==> src/rtl/fetch_unit.sv <==
// Instruction-fetch front end: PC, single-outstanding imem requests and a small
// prefetch queue presenting {pc, instruction} to the ID stage.
module fetch_unit #(
  parameter int unsigned         WORD_LEN = 32,
  parameter logic [WORD_LEN-1:0] RESET_PC = '0,
  parameter int unsigned         QDEPTH   = 2,
  parameter int unsigned         PC_INC   = 4
) (
  input  logic                clk,
  input  logic                rst,
  input  logic                freeze,
  input  logic                br_taken,
  input  logic [WORD_LEN-1:0] br_target,
  output logic                imem_req,
  output logic [WORD_LEN-1:0] imem_addr,
  input  logic                imem_ack,
  input  logic [WORD_LEN-1:0] imem_rdata,
  output logic                if_valid,
  output logic [WORD_LEN-1:0] if_pc,
  output logic [WORD_LEN-1:0] if_instruction
);

  localparam int unsigned PtrW = (QDEPTH > 1) ? $clog2(QDEPTH) : 1;
  localparam int unsigned CntW = $clog2(QDEPTH + 1);

  localparam logic [1:0] StIdle = 2'd0;
  localparam logic [1:0] StWait = 2'd1;
  localparam logic [1:0] StDrop = 2'd2;

  logic [1:0]          state_q, state_d;
  logic [WORD_LEN-1:0] fetch_pc_q, fetch_pc_d;
  logic [WORD_LEN-1:0] addr_q, addr_d;
  logic [CntW-1:0]     count_q, count_d;
  logic [PtrW-1:0]     head_q, head_d;
  logic [PtrW-1:0]     tail_q, tail_d;
  logic [WORD_LEN-1:0] pc_mem_q    [QDEPTH];
  logic [WORD_LEN-1:0] instr_mem_q [QDEPTH];
  logic                push, pop;

  always_comb begin
    pop  = (count_q != '0) && !freeze && !br_taken;
    push = (state_q == StWait) && imem_ack && !br_taken;

    head_d     = head_q;
    tail_d     = tail_q;
    count_d    = count_q;
    fetch_pc_d = fetch_pc_q;

    if (br_taken) begin
      // Flush: an empty queue is any position with head == tail.
      head_d     = tail_q;
      count_d    = '0;
      fetch_pc_d = br_target;
    end else begin
      if (pop)  head_d = head_q + PtrW'(1);
      if (push) tail_d = tail_q + PtrW'(1);
      count_d = count_q + CntW'(push) - CntW'(pop);
      if (push) fetch_pc_d = fetch_pc_q + WORD_LEN'(PC_INC);
    end

    state_d = state_q;
    case (state_q)
      StIdle: begin
        if (count_d < CntW'(QDEPTH)) state_d = StWait;
      end
      StWait: begin
        if (imem_ack) begin
          state_d = (!br_taken && (count_d < CntW'(QDEPTH))) ? StWait : StIdle;
        end else if (br_taken) begin
          state_d = StDrop;
        end
      end
      StDrop: begin
        if (imem_ack) state_d = StIdle;
      end
      default: state_d = StIdle;
    endcase

    // The address only moves when no transaction is in flight, so a redirect
    // in DROP leaves the stale request's address untouched until its ack.
    addr_d = ((state_q == StIdle) || imem_ack) ? fetch_pc_d : addr_q;
  end

  always_ff @(posedge clk or posedge rst) begin
    if (rst) begin
      state_q    <= StIdle;
      fetch_pc_q <= RESET_PC;
      addr_q     <= RESET_PC;
      count_q    <= '0;
      head_q     <= '0;
      tail_q     <= '0;
    end else begin
      state_q    <= state_d;
      fetch_pc_q <= fetch_pc_d;
      addr_q     <= addr_d;
      count_q    <= count_d;
      head_q     <= head_d;
      tail_q     <= tail_d;
    end
  end

  always_ff @(posedge clk) begin
    if (push) begin
      pc_mem_q[tail_q]    <= fetch_pc_q;
      instr_mem_q[tail_q] <= imem_rdata;
    end
  end

  always_comb begin
    imem_req       = (state_q != StIdle);
    imem_addr      = addr_q;
    if_valid       = (count_q != '0);
    if_pc          = if_valid ? pc_mem_q[head_q] : '0;
    if_instruction = if_valid ? instr_mem_q[head_q] : '0;
  end

endmodule

==> config.mk <==
export PLATFORM = sky130hd
export DESIGN_NAME = fetch_unit
export DESIGN_NICKNAME = d
export VERILOG_FILES = /design/src/rtl/fetch_unit.sv
export SDC_FILE = /design/constraint.sdc
export NUM_CORES = 1
export LEC_CHECK = 0
export ABC_AREA = 1
export BUFFER_PORTS_ARGS = -buffer_cell sky130_fd_sc_hd__buf_2
export CAP_MARGIN = 5
export CORE_MARGIN = 10
export CORE_UTILIZATION = 30
export CTS_CLUSTER_DIAMETER = 200
export DETAILED_ROUTE_END_ITERATION = 16
export GPL_ROUTABILITY_DRIVEN = 0
export PLACE_DENSITY = 0.49
export SYNTH_ARGS = -nofsm -noshare
export SYNTH_HDL_FRONTEND = slang
export SYNTH_SLANG_ARGS = --single-unit
==> constraint.sdc <==
create_clock -name clk -period 11.2 [get_ports clk]
set_clock_uncertainty 0.15 [all_clocks]
set_input_delay 0.56 -clock clk [delete_from_list [all_inputs] [get_ports clk]]
set_output_delay 0.56 -clock clk [all_outputs]
set_load 0.005 [all_outputs]
; After elaboration in Yosys (flattened, before gate mapping)
; Memory sizes are Yosys's and may differ from the RTL's.
; Index checks and enable logic that the tools add are counted.
[word_totals]
register_bits = 70
elab_cells = 49
mem_count = 2
ramBits = 128
out_inout_bits = 98
in_bits = 69
[mem_list]
columns = name, words, word_bits, read_ports, rd_clocked_by_memory_dff, write_ports, line
row1 = instr_mem_q, 2, 32, 1, 0, 1, 37  ; logic [WORD_LEN-1:0] instr_mem_q [QDEPTH];
row2 = pc_mem_q, 2, 32, 1, 0, 1, 36  ; logic [WORD_LEN-1:0] pc_mem_q [QDEPTH];
[classes]
addsub = 5
magnitude_cmp = 1
mux = 15
eq_ne = 5
n_bitwise = 1
n_reduce_logical = 14
[op_table]
columns = op, n
row1 = $mux W32, 4
row2 = $add A32 B3 Y32 const B, 1
row3 = $mux W2, 5
row4 = $pmux W2 S3, 1
row5 = $reduce_bool A2 Y1, 3
row6 = $logic_and A1 B1 Y1, 5
row7 = $mux W1, 5
row8 = $ne A2 B2 Y1 const B, 2
row9 = $ne A3 B3 Y1 const B, 1
row10 = $reduce_and A3 Y1, 1
row11 = $add A1 B1 Y1 const B, 2
row12 = $add A2 B1 Y2, 1
row13 = $eq A2 B1 Y1 const B, 1
row14 = $eq A2 B2 Y1 const B, 1
row15 = $logic_not A1 Y1, 2
row16 = $logic_not A2 Y1, 1
row17 = $lt A2 B2 Y1 const B, 1
row18 = $reduce_and A2 Y1, 1
row19 = $sub A2 B1 Y2, 1
row20 = $logic_or A1 B1 Y1, 1
row21 = $not A1 Y1, 1

; Depth between registers and ports, before layout
; Gate-level depths: netlist of run 1.
[depth]
word_depth = 11
ltp_mapped = 11
depth_no_buf = 11

; Least setup slack after synthesis of run 1
; Ideal clock, no wire load.
[synth_timing]
path_kind = in2reg
from = input port br_taken
to = memory instr_mem_q[1][0] (enable)
arrival_time_ns = 3.622
required_time_ns = 10.562
stages = 4
n_path_buf = 1
setup_slack_ns = 6.941
path_cell_list = inv_2 -> nand4_1 -> buf_2 -> nor2_1
[synth_between]
elab_chain_len = 4
[synth_lines]
columns = item, line
row1 = "start, declared", 12  ; input logic br_taken,
row2 = $logic_not A1 Y1, 42  ; push = (state_q == StWait) && imem_ack && !br_taken;
row3 = $logic_and A1 B1 Y1, 42
row4 = $mux W1, 103  ; if (push) begin
row5 = $mux W1 (not written as such), 105  ; instr_mem_q[tail_q] <= imem_rdata;
row6 = "end, declared", 37
; Every way passes these cells.

; Final worst setup path of run 1
[layout_timing]
from = input port br_taken
to = memory instr_mem_q[1][15] (enable)
; Same word-level chain as after synthesis.

==> results of run 1 <==
[flip-flops by register name (all words and copies together) (netlist names)]
name	count
head_q	1
instr_mem_q	64
pc_mem_q	64
tail_q	1
imem_addr	32
fetch_pc_q	32
count_q	2
state_q	2
[routing by layer]
| metal | track usage | vias up | routed length (um) |
|---|---|---|---|
| met5 | 0 | - | 0 |
| met4 | 0.0366 | 0 | 332 |
| met3 | 0.0332 | 22 | 1180 |
| met2 | 0.193 | 190 | 10400 |
| met1 | 0.187 | 2897 | 11700 |
| li1 | - | 3117 | - |
[cell usage in the layout (no fill, tap or decap), types with 3 or more instances in the layout]
master | Yosys | routed
sky130_fd_sc_hd__o21ai_0 | 4 | 4
sky130_fd_sc_hd__buf_4 | 0 | 8
sky130_fd_sc_hd__a21boi_0 | 4 | 4
sky130_fd_sc_hd__o21bai_1 | 5 | 5
sky130_fd_sc_hd__dfrtp_1 | 70 | 69
sky130_fd_sc_hd__inv_1 | 46 | 44
sky130_fd_sc_hd__xor2_1 | 5 | 5
sky130_fd_sc_hd__nor2_1 | 58 | 55
sky130_fd_sc_hd__inv_2 | 1 | 3
sky130_fd_sc_hd__and2_1 | 7 | 7
sky130_fd_sc_hd__nor2_4 | 4 | 7
sky130_fd_sc_hd__o21ai_1 | 6 | 6
sky130_fd_sc_hd__nand2_1 | 298 | 298
sky130_fd_sc_hd__or2_2 | 12 | 12
sky130_fd_sc_hd__nand3_2 | 3 | 3
sky130_fd_sc_hd__ha_1 | 3 | 3
sky130_fd_sc_hd__nand3_1 | 47 | 47
sky130_fd_sc_hd__a21oi_1 | 70 | 70
sky130_fd_sc_hd__inv_6 | 0 | 7
sky130_fd_sc_hd__xnor2_1 | 3 | 3
sky130_fd_sc_hd__nand4_1 | 13 | 13
sky130_fd_sc_hd__edfxtp_1 | 128 | 128
sky130_fd_sc_hd__nor2_2 | 3 | 3
sky130_fd_sc_hd__a31oi_1 | 8 | 8
sky130_fd_sc_hd__clkbuf_16 | 0 | 17
sky130_fd_sc_hd__buf_2 | 5 | 166
[where the power goes]
group / leakage, nW / switching (mW) / internal, mW
sequential: 1.99 / 0.0640 / 0.895
clock: 0.276 / 0.297 / 0.296
combinational: 2.20 / 0.369 / 0.178
total: 4.47 / 0.730 / 1.37
[path summary, 6_finish.rpt]
| path | slack (ns) | cells past startpoint | start | endpoint |
|---|---|---|---|---|
| hold / removal | 0.16 | 1 | imem_rdata[5] | instr_mem_q[0][5]$_DFFE_PP_ |
| hold reg to reg | 0.33 | 2 | imem_addr[7]$_DFFE_PP0P_ | imem_addr[7]$_DFFE_PP0P_ |
| setup / recovery | 7.67 | 5 | br_taken | instr_mem_q[1][15]$_DFFE_PP_ |
| max in group asynchronous | 9.99 | 3 | rst | head_q$_DFFE_PP0P_ |
| min in group asynchronous | 0.25 | 3 | rst | state_q[1]$_DFFE_PP0P_ |
| setup reg to reg | 8.46 | 4 | state_q[1]$_DFFE_PP0P_ | instr_mem_q[1][15]$_DFFE_PP_ |
[area by class of cell]
| cell class | count | area (um^2) | share of cell area |
|---|---|---|---|
| inverter | 47 | 176 | 0.0172 |
| clock buffer | 18 | 429 | 0.0418 |
| timing repair buffer | 174 | 891 | 0.0868 |
| sequential | 198 | 5600 | 0.545 |
| multi-input combinational | 560 | 2560 | 0.250 |
| clock inverter | 14 | 138 | 0.0134 |
| tap | 378 | 473 | 0.0461 |
[critical path, delay by kind of cell]
kind	cells	cell delay (ns)
simple gates	2	1.13
buf+inv	3	1.69
[through the flow]
| stage | setup WS, ns | hold slack (ns) | cell area, um^2 |
|---|---|---|---|
| detailed placement | 7.12 | 0.315 | 9700 |
| global route | 7.34 | 0.138 | 10300 |
| CTS | 7.60 | 0.142 | 10300 |
| global placement | 7.15 | 0.312 | 9700 |
| finish | 7.67 | 0.161 | 10300 |
| floorplan | 6.94 | 0.292 | 8460 |
[cells by family after synthesis]
family | synth area share
AOI/OAI and AO/OA | 0.0657
xor gates and xnor gates | 0.00829
adders and majority gates | 0.00444
buffers and inverters | 0.0376
DFF | 0.662
and+or+nand+nor | 0.222
==> impl_summary.txt, run 1 <==
----------------------------------------------------
[Timing]
  Least-Margin Pin Slew ... 0.939 ns
  Setup violation total in the final timing report ... 0
  Final total negative setup slack ... 0 ns
  Unrepaired setup endpoints after global routing ... false
  Relative slew margins ... 0.374
  Share of the cycle needed by the critical path after routing ... 0.315
  Count of final hold-check violations ... 0
  Min cycle time layout ... 3.53 ns
  Fmax ... 283 MHz
  Fin. max-slew vios ... 0

[Global routing]
  First-pass GRT wire length ... 36000 um
  Vias in the first global route ... 6062
  Total congestion overflow after global routing ... 0
  Combined global-route utilization of all metal layers ... 0.132
  Pin count of the biggest net entering global routing ... 71
  Number of antenna violations at the first check in global routing ... 0

[Synth]
  Post-synth top area share ... 0.455
  Commonest cells in the synthesized netlist ... sky130_fd_sc_hd__nand2_1 (298), sky130_fd_sc_hd__edfxtp_1 (128), sky130_fd_sc_hd__a21oi_1 (70), sky130_fd_sc_hd__dfrtp_1 (70), sky130_fd_sc_hd__nor2_1 (58)
  YS warnings ... 0
  Most common cell in the synthesized netlist ... sky130_fd_sc_hd__nand2_1
  Async set-reset flop share out of synthesis ... 0.354
  EDFF count, synth ... 128
  Dominant register cell in the synthesized netlist ... sky130_fd_sc_hd__edfxtp_1
  Total nets after synthesis ... 913
  Post-synthesis instance total ... 841
  Avg Cell Area, Syn ... 10.1 um^2
  Number of distinct library cells after synthesis ... 31
  Sequential-to-total area share from yosys stat ... 0.662
  Most area-consuming cells after synthesis ... sky130_fd_sc_hd__edfxtp_1 (45%), sky130_fd_sc_hd__dfrtp_1 (21%), sky130_fd_sc_hd__nand2_1 (13%)
  Area of the mapped netlist ... 8460 um^2
  Post-synthesis sequential element count ... 198
  Library cell with the largest summed area after synthesis ... sky130_fd_sc_hd__edfxtp_1

[Worst setup path]
  Data required time at the worst endpoint ... 11.11 ns
  Largest fanout of any net on the critical path ... 63
  Arrival time at the worst endpoint ... 3.44 ns
  CP peak stage delay ... 0.81 ns
  Slowest cell on crit path ... sky130_fd_sc_hd__nand4_1
  Crit Path Category ... in2reg
  Category of the worst setup path capture point ... flop
  Ordered cell list for the critical path ... buf_2 -> inv_2 -> nand4_1 -> nor2_4 -> buf_4
  Startpoint type of the worst setup path ... input port

[Clocking]
  Post-cts repair resize count ... 0
  H-tree depth ... 4
  CTS tree ... done
  Clock root buffer ... sky130_fd_sc_hd__clkbuf_16
  Clock edge transition at the registers on the reported setup and hold paths ... 0.08 ns
  Setup repair bufs after CTS ... 0
  Number of buffers created by CTS ... 17
  # hold bufs at CTS ... 0
  Sink Count ... 198
  Maximum number of buffers from clock root to sink ... 2
  Clock latency at the later pin of the worst-skew pair ... 0.44 ns

[Placed design]
  Cell total after placement ... 1357
  Number of buffers inserted by port buffering ... 166
  Placed wire-length estimate after detailed placement ... 15800 um

[Layout]
  Nets@finish ... 1070
  Number of antenna cells inserted ... 0
  Number of fill cells in the layout ... 2871
  Finished Layout Cells ... 1389
  Proportion of layout cells with a drive suffix above 1 ... 0.231
  Area Growth Syn to Fin ... 21.4%
  Core utilization of the finished layout ... 0.370

[Die]
  Die Y ... 188 um
  Initial Util ... 0.304
  Number of placement rows ... 61
  Die W ... 188 um
  Core box area ... 27800 um^2
  Count of boundary I/O pins ... 167
  Die footprint ... 35300 um^2

[Run status]
  Result of the run ... finished, final reports clean

[Run]
  Max capacitance violation total ... 0

[Pwr]
  Power density of the placed cells ... 204 nW/um^2
  Post-layout total power ... 2.10 mW
  Static Leak ... 4.47 nW
  Highest ir drop seen on vdd ... 0.103 mV

[Drt]
  Number of iterations in the first detailed-routing pass ... 4
  DRC ... 0
  Count of routing violations after the opening detailed-route iteration ... 358
  Number of antenna-violating nets in the routed design ... 0
  Via-per-instance ratio ... 4.48
  Routed len/inst ... 17.0 um
  Vias ... 6226
  Routed wire length ... 23600 um

[Worst hold path]
  Class of the tightest hold or removal check ... in2reg

----------------------------------------------------
(Power assumes the default switching activity.)
==> run 2: changes to the inputs <==
ABC_AREA = 0   (was 1)
clock period = 3.5 ns   (was 11.2 ns; I/O delays follow)
==> run 2 against run 1 <==
Worst hold slack worse by 0.15 ns; highest routed layer unchanged; synthesized cell count is 30% lower; power grew to 3.2 times the previous value; count of clock-buffer cells in the layout is 1 higher; area after synthesis is 1.9% lower; combinational power grew to 2.9 times the previous value; worst setup slack worse by 6.6 ns; cell area is 5.7% higher; largest cell class unchanged; register-to-register slack worse by 7.3 ns; die area is 1.7% lower; global-route usage is 0.34 points lower; critical endpoint is now if_pc[23]; sequential power grew to 3.2 times the previous value.
==> impl_summary.txt, run 2 <==
----------------------------------------------------
[Run status]
  Result of the run ... finished, final reports clean

[Worst setup path]
  Critical Path Start ... head_q$_DFFE_PP0P_
  Data required time at the worst endpoint ... 3.17 ns
  Terminus of the critical flop-to-flop path ... state_q[0]$_DFFE_PP0P_
  Depth of the worst register-to-register path ... 9
  Startpoint of the worst register-to-register path ... state_q[1]$_DFFE_PP0P_
  Startpoint type of the worst setup path ... flop
  Arrival time at the worst endpoint ... 2.11 ns
  Category of the worst setup path capture point ... primary output
  Largest fanout of any net on the critical path ... 34
  FF-to-FF setup slack ... 1.19 ns
  Crit Path Category ... reg2out

[Clocking]
  Sink Count ... 198
  Setup repair bufs after CTS ... 0
  Clock root buffer ... sky130_fd_sc_hd__clkbuf_16
  Clock edge transition at the registers on the reported setup and hold paths ... 0.06 ns
  Maximum number of buffers from clock root to sink ... 2
  Number of buffers created by CTS ... 17
  Post-cts repair resize count ... 0
  H-tree depth ... 4
  CTS tree ... done
  Clock latency at the later pin of the worst-skew pair ... 0.43 ns

[Synth]
  Number of distinct library cells after synthesis ... 43
  Dominant register cell in the synthesized netlist ... sky130_fd_sc_hd__edfxtp_1
  Total nets after synthesis ... 660
  Post-synthesis sequential element count ... 198
  Post-synthesis instance total ... 588
  Sequential-to-total area share from yosys stat ... 0.675
  EDFF count, synth ... 128
  Area of the mapped netlist ... 8290 um^2
  Commonest cells in the synthesized netlist ... sky130_fd_sc_hd__edfxtp_1 (128), sky130_fd_sc_hd__nor2_1 (82), sky130_fd_sc_hd__dfrtp_1 (70)
  YS warnings ... 0
  Most common cell in the synthesized netlist ... sky130_fd_sc_hd__edfxtp_1
  Library cell with the largest summed area after synthesis ... sky130_fd_sc_hd__edfxtp_1
  Post-synth top area share ... 0.463
  Avg Cell Area, Syn ... 14.1 um^2
  Most area-consuming cells after synthesis ... sky130_fd_sc_hd__edfxtp_1 (46%), sky130_fd_sc_hd__dfrtp_1 (21%), sky130_fd_sc_hd__mux2i_1 (7.8%)
  Async set-reset flop share out of synthesis ... 0.354

[Layout]
  Largest registers in the final layout ... instr_mem_q x64, pc_mem_q x64
  Commonest cells after routing, fill and taps aside ... sky130_fd_sc_hd__buf_2 (166), sky130_fd_sc_hd__edfxtp_1 (128), sky130_fd_sc_hd__nor2_1 (80)
  Cell area after layout ... 10900 um^2
  Nets@finish ... 893
  Most common cell after layout, fill and taps aside ... sky130_fd_sc_hd__buf_2
  Area Growth Syn to Fin ... 30.9%
  Number of fill cells in the layout ... 2603
  Core utilization of the finished layout ... 0.401
  Proportion of layout cells with a drive suffix above 1 ... 0.305

[Timing]
  Least-Margin Pin Slew ... 0.944 ns
  Setup violation total in the final timing report ... 0
  Unrepaired setup endpoints after global routing ... false
  Fmax ... 411 MHz
  Min cycle time layout ... 2.43 ns
  Share of the cycle needed by the critical path after routing ... 0.695
  Final worst setup slack ... 1.07 ns
  Final total negative setup slack ... 0 ns
  Count of final hold-check violations ... 0
  Fin. max-slew vios ... 0
  Relative slew margins ... 0.371

[Placed design]
  DP Area ... 9590 um^2
  Worst setup timing slack at the placement stage ... 1.17 ns
  Placed wire-length estimate after detailed placement ... 15000 um
  Number of buffers inserted by port buffering ... 166

[Run]
  Max capacitance violation total ... 0

[Die]
  Core box area ... 27100 um^2
  Number of placement rows ... 60
  Initial Util ... 0.306
  Die Y ... 186 um
  Count of boundary I/O pins ... 167
  Die footprint ... 34700 um^2
  Die W ... 186 um

[Global routing]
  Pin count of the biggest net entering global routing ... 67
  Vias in the first global route ... 6016
  Total congestion overflow after global routing ... 0
  Combined global-route utilization of all metal layers ... 0.128
  First-pass GRT wire length ... 34300 um
  Number of antenna violations at the first check in global routing ... 0

[Worst hold path]
  Worst min-delay path endpoint ... head_q$_DFFE_PP0P_
  Class of the tightest hold or removal check ... in2reg
  Worst Hold Launch ... freeze
  Worst hold path depth ... 4

[Pwr]
  Highest ir drop seen on vdd ... 0.382 mV
  Pint ... 4.66 mW
  Combinational fraction of design power ... 0.239
  Post-layout total power ... 6.65 mW
  Power density of the placed cells ... 613 nW/um^2
  Net Sw Frac ... 0.299
  Static Leak ... 4.46 nW
  Clock group share of total power ... 0.295
  Sequential Power Share ... 0.466
  Switching power ... 1.99 mW

[Drt]
  Routed wire length ... 21800 um
  DRC ... 0
  Vias ... 5500
  Via-per-instance ratio ... 4.56
  Number of antenna-violating nets in the routed design ... 0
  Number of iterations in the first detailed-routing pass ... 4
  Count of routing violations after the opening detailed-route iteration ... 309
  Routed len/inst ... 18.0 um

----------------------------------------------------
-- run 2: through the flow --
step | hold WS, ns | std cells
6_report | 0.0127 | 1207
5_1_grt | 0.0481 | 1206
4_1_cts | 0.00231 | 1206
3_5_place_dp | 0.216 | 1106
3_3_place_gp | 0.213 | 1106
2_1_floorplan | 0.0881 | 588
-- run 2: routing by layer --
metal	vias up	part of all wire	track usage
li1	2623	-	-
met3	12	0.044	0.0272
met2	135	0.48	0.210
met1	2730	0.46	0.168
met4	0	0.0092	0.0351
met5	-	0	0
-- run 2: cell families (layout without fill, tap and decap cells) --
| group | Yosys count | in the layout | synth area share |
|---|---|---|---|
| other | 0 | 1 | 0 |
| and+or+nand+nor | 182 | 182 | 0.112 |
| AOI/OAI and AO/OA | 36 | 36 | 0.0341 |
| buffers and inverters | 42 | 288 | 0.0210 |
| DFF | 198 | 198 | 0.675 |
| adders and majority gates | 3 | 3 | 0.00453 |
| muxes | 98 | 98 | 0.123 |
| xor gates and xnor gates | 29 | 29 | 0.0306 |
-- run 2: worst max-delay path by stage --
stage | endpoint | depth (start not counted) | slack, ns
floorplan | instr_mem_q[0][0]$_DFFE_PP_ | 3 | 0.44
global placement | state_q[0]$_DFFE_PP0P_ | 9 | 1.24
detailed placement | state_q[0]$_DFFE_PP0P_ | 9 | 1.17
CTS | if_pc[19] | 4 | 0.99
global route | if_pc[23] | 4 | 0.91
finish | if_pc[23] | 4 | 1.07
-- run 2: critical path, cell delays in order (launching register included) --
cell and delay, ns:
sky130_fd_sc_hd__dfrtp_4 0.81, sky130_fd_sc_hd__buf_12 0.34, sky130_fd_sc_hd__mux2i_1 0.29, sky130_fd_sc_hd__nor2_1 0.07, sky130_fd_sc_hd__buf_2 0.16
-- run 2: final cells by class --
class	instances	area (um^2)	area share
well taps	372	465	0.0429
flip-flops and latches	198	5600	0.516
clock inverters	13	143	0.0131
diodes	1	2.50	0.000230
multi-input cells	348	2540	0.234
repair buffers	246	1630	0.150
clock buffers	19	443	0.0408
inverters	10	37.5	0.00346
-- run 2: repair_timing --
| action | 4_1_cts | 5_1_grt |
|---|---|---|
| endpoints found under the setup margin | 0 | 0 |
| hold buffers | 68 | 0 |
| hold endpoints to repair | 170 | 0 |
-- run 2: power groups by stage --
stage / clock [mW] / combinational [mW] / sequential (mW)
global placement: 0 / 1.56 / 3.15
finish: 1.96 / 1.59 / 3.10
floorplan: 0 / 1.01 / 3.00
detailed placement: 0 / 1.58 / 3.17
global route: 2.13 / 1.77 / 3.16
CTS: 2.04 / 1.64 / 3.12
==> run 3: changes to the inputs <==
PLACE_DENSITY = 0.51   (was 0.49)
clock period = 2 ns   (was 3.5 ns; I/O delays follow)
==> run 3 against run 2 <==
The run now ends with setup timing left; cell area up 8.0%; worst setup slack got worse by 1.2 ns; clock power is 80% higher; global-route usage decreased by 0.33 points; power up 84%; first-iteration DRC count fell by 5.5%; register-to-register slack lost 1.4 ns; largest cell class unchanged.
==> impl_summary.txt, run 3 (synthesis gave the netlist of run 2 again) <==
----------------------------------------------------
[Placed design]
  DP Area ... 10200 um^2
  Placed wire-length estimate after detailed placement ... 15200 um
  Cell total after placement ... 1159
  Number of buffers inserted by port buffering ... 166

[Clocking]
  CTS tree ... done
  Clock edge transition at the registers on the reported setup and hold paths ... 0.08 ns
  Maximum number of buffers from clock root to sink ... 2
  H-tree depth ... 4
  Number of buffers created by CTS ... 17
  Clock latency at the later pin of the worst-skew pair ... 0.43 ns
  Clock root buffer ... sky130_fd_sc_hd__clkbuf_16
  Sink Count ... 198

[Timing]
  Unrepaired setup endpoints after global routing ... true
  Least-Margin Pin Slew ... 0.462 ns
  Count of final hold-check violations ... 0
  Min cycle time layout ... 2.18 ns
  Fmax ... 458 MHz
  Setup violation total in the final timing report ... 8
  Fin. max-slew vios ... 0
  Final worst setup slack ... -0.181 ns
  Share of the cycle needed by the critical path after routing ... 1.09
  Relative slew margins ... 0.692

[Drt]
  Routed len/inst ... 17.3 um
  DRC ... 0
  Count of routing violations after the opening detailed-route iteration ... 292
  Routed wire length ... 21900 um
  Via-per-instance ratio ... 4.46
  Vias ... 5642
  Number of antenna-violating nets in the routed design ... 0
  Number of iterations in the first detailed-routing pass ... 5

[Layout]
  Most common cell after layout, fill and taps aside ... sky130_fd_sc_hd__buf_2
  Number of antenna cells inserted ... 0
  Area Growth Syn to Fin ... 41.4%
  Core utilization of the finished layout ... 0.433
  Commonest cells after routing, fill and taps aside ... sky130_fd_sc_hd__buf_2 (166), sky130_fd_sc_hd__edfxtp_1 (128), sky130_fd_sc_hd__nor2_1 (78)
  Number of fill cells in the layout ... 2513
  Proportion of layout cells with a drive suffix above 1 ... 0.387
  Nets@finish ... 951
  Finished Layout Cells ... 1264
  Largest registers in the final layout ... instr_mem_q x64, pc_mem_q x64
  Cell area after layout ... 11700 um^2

[Worst setup path]
  Data required time at the worst endpoint ... 2.17 ns
  Startpoint type of the worst setup path ... flop
  CP peak stage delay ... 0.38 ns
  Crit Path Category ... reg2reg
  Arrival time at the worst endpoint ... 2.35 ns
  Ordered cell list for the critical path ... and4bb_2 -> inv_4 -> ha_4 -> inv_2 -> ha_4 -> xor2_2 -> xnor2_1 -> nor2_1 -> a221oi_1
  CP Buf/Inv Count ... 2
  Slowest cell on crit path ... sky130_fd_sc_hd__dfrtp_1
  Gate family responsible for the most delay along the worst path ... simple AND/OR/NAND/NOR gates
  Worst path most repeated cell ... sky130_fd_sc_hd__ha_4
  Category of the worst setup path capture point ... flop
  Largest fanout of any net on the critical path ... 2

[Global routing]
  Number of antenna violations at the first check in global routing ... 0
  Combined global-route utilization of all metal layers ... 0.125
  Total congestion overflow after global routing ... 0
  First-pass GRT wire length ... 33200 um
  Vias in the first global route ... 5687
  Pin count of the biggest net entering global routing ... 71

[Pwr]
  Power density of the placed cells ... 1040 nW/um^2
  Static Leak ... 4.90 nW
  Highest ir drop seen on vdd ... 0.432 mV

[Die]
  Die Y ... 186 um
  Die footprint ... 34700 um^2
  Initial Util ... 0.306
  Die W ... 186 um
  Number of placement rows ... 60
  Core box area ... 27100 um^2
  Count of boundary I/O pins ... 167

[Run status]
  Violated checks ... setup timing
  Result of the run ... finished with violations

[Worst hold path]
  Class of the tightest hold or removal check ... in2reg

[Run]
  Max capacitance violation total ... 0

----------------------------------------------------
## run 3: cell types whose count changed in the layout (fill, tap and decap cells not counted), moves of 4 or more
cell and delta:
sky130_fd_sc_hd__buf_4 +40, sky130_fd_sc_hd__buf_12 +16, sky130_fd_sc_hd__nor3_1 -7, sky130_fd_sc_hd__nor3_2 +7, sky130_fd_sc_hd__nor4_1 -4, sky130_fd_sc_hd__o21ai_0 -4, sky130_fd_sc_hd__o21ai_1 +4
## run 3: stage by stage
stage                     setup slack [ns]  TNS (ns)  hold WS [ns]  power (mW)
after global placement             -0.0563    -0.266        0.0894        8.63
after floorplan                     -0.331    -33.33        0.0131        7.03
after global routing                -0.273     -1.73        0.0349        12.9
final                               -0.181    -0.520        0.0303        12.2
after CTS                           -0.103    -0.370      0.000311        12.4
after detailed placement           -0.0803    -0.508        0.0940        8.65
## run 3: layout make-up
| cell class | count | area [um^2] | share of cell area |
|---|---|---|---|
| Sequential cell | 198 | 5600 | 0.478 |
| Multi-Input combinational cell | 348 | 2740 | 0.234 |
| Timing Repair Buffer | 304 | 2270 | 0.194 |
| Tap cell | 372 | 465 | 0.0397 |
| Clock buffer | 19 | 433 | 0.0369 |
| Clock inverter | 13 | 173 | 0.0147 |
| Inverter | 10 | 43.8 | 0.00373 |
## run 3: power breakdown
part           leakage (nW)  switching [mW]  total, mW  internal, mW
Sequential             2.00           0.289       5.22          4.93
Combinational          2.61            1.78       3.49          1.70
Clock                 0.286            1.54       3.53          1.99
Total                  4.90            3.61       12.2          8.62
## run 3: path summary, 6_finish.rpt
path	endpoint	start	cells past startpoint	slack (ns)
max	state_q[0]$_DFFE_PP0P_	state_q[1]$_DFFE_PP0P_	9	-0.18
min	count_q[0]$_DFF_PP0_	br_taken	4	0.03
max reg2reg	state_q[0]$_DFFE_PP0P_	state_q[1]$_DFFE_PP0P_	9	-0.18
min reg2reg	pc_mem_q[1][1]$_DFFE_PP_	fetch_pc_q[1]$_DFF_PP0_	0	0.33
max in group asynchronous	head_q$_DFFE_PP0P_	rst	4	1.20
min in group asynchronous	imem_addr[8]$_DFFE_PP0P_	rst	4	0.17
## run 3: routing by layer
metal	routed length [um]	GRT usage	part of all wire
met3	1300	0.0334	0.059
met5	0	0	0
met1	10300	0.169	0.47
met4	171	0.0316	0.0078
met2	10100	0.194	0.46
## run 3: worst min-delay path, delay by kind of cell
kind          cells  cell delay (ns)
buf+inv           3             0.40
simple gates      1             0.05
## run 3: repair_timing
action	in CTS	in global routing
setup buffers	2	4
gates resized for setup	15	31
pin swaps	7	28
hold buffers	67	0
endpoints found under the hold margin	200	0
gates cloned	0	0
endpoints found under the setup margin	86	38
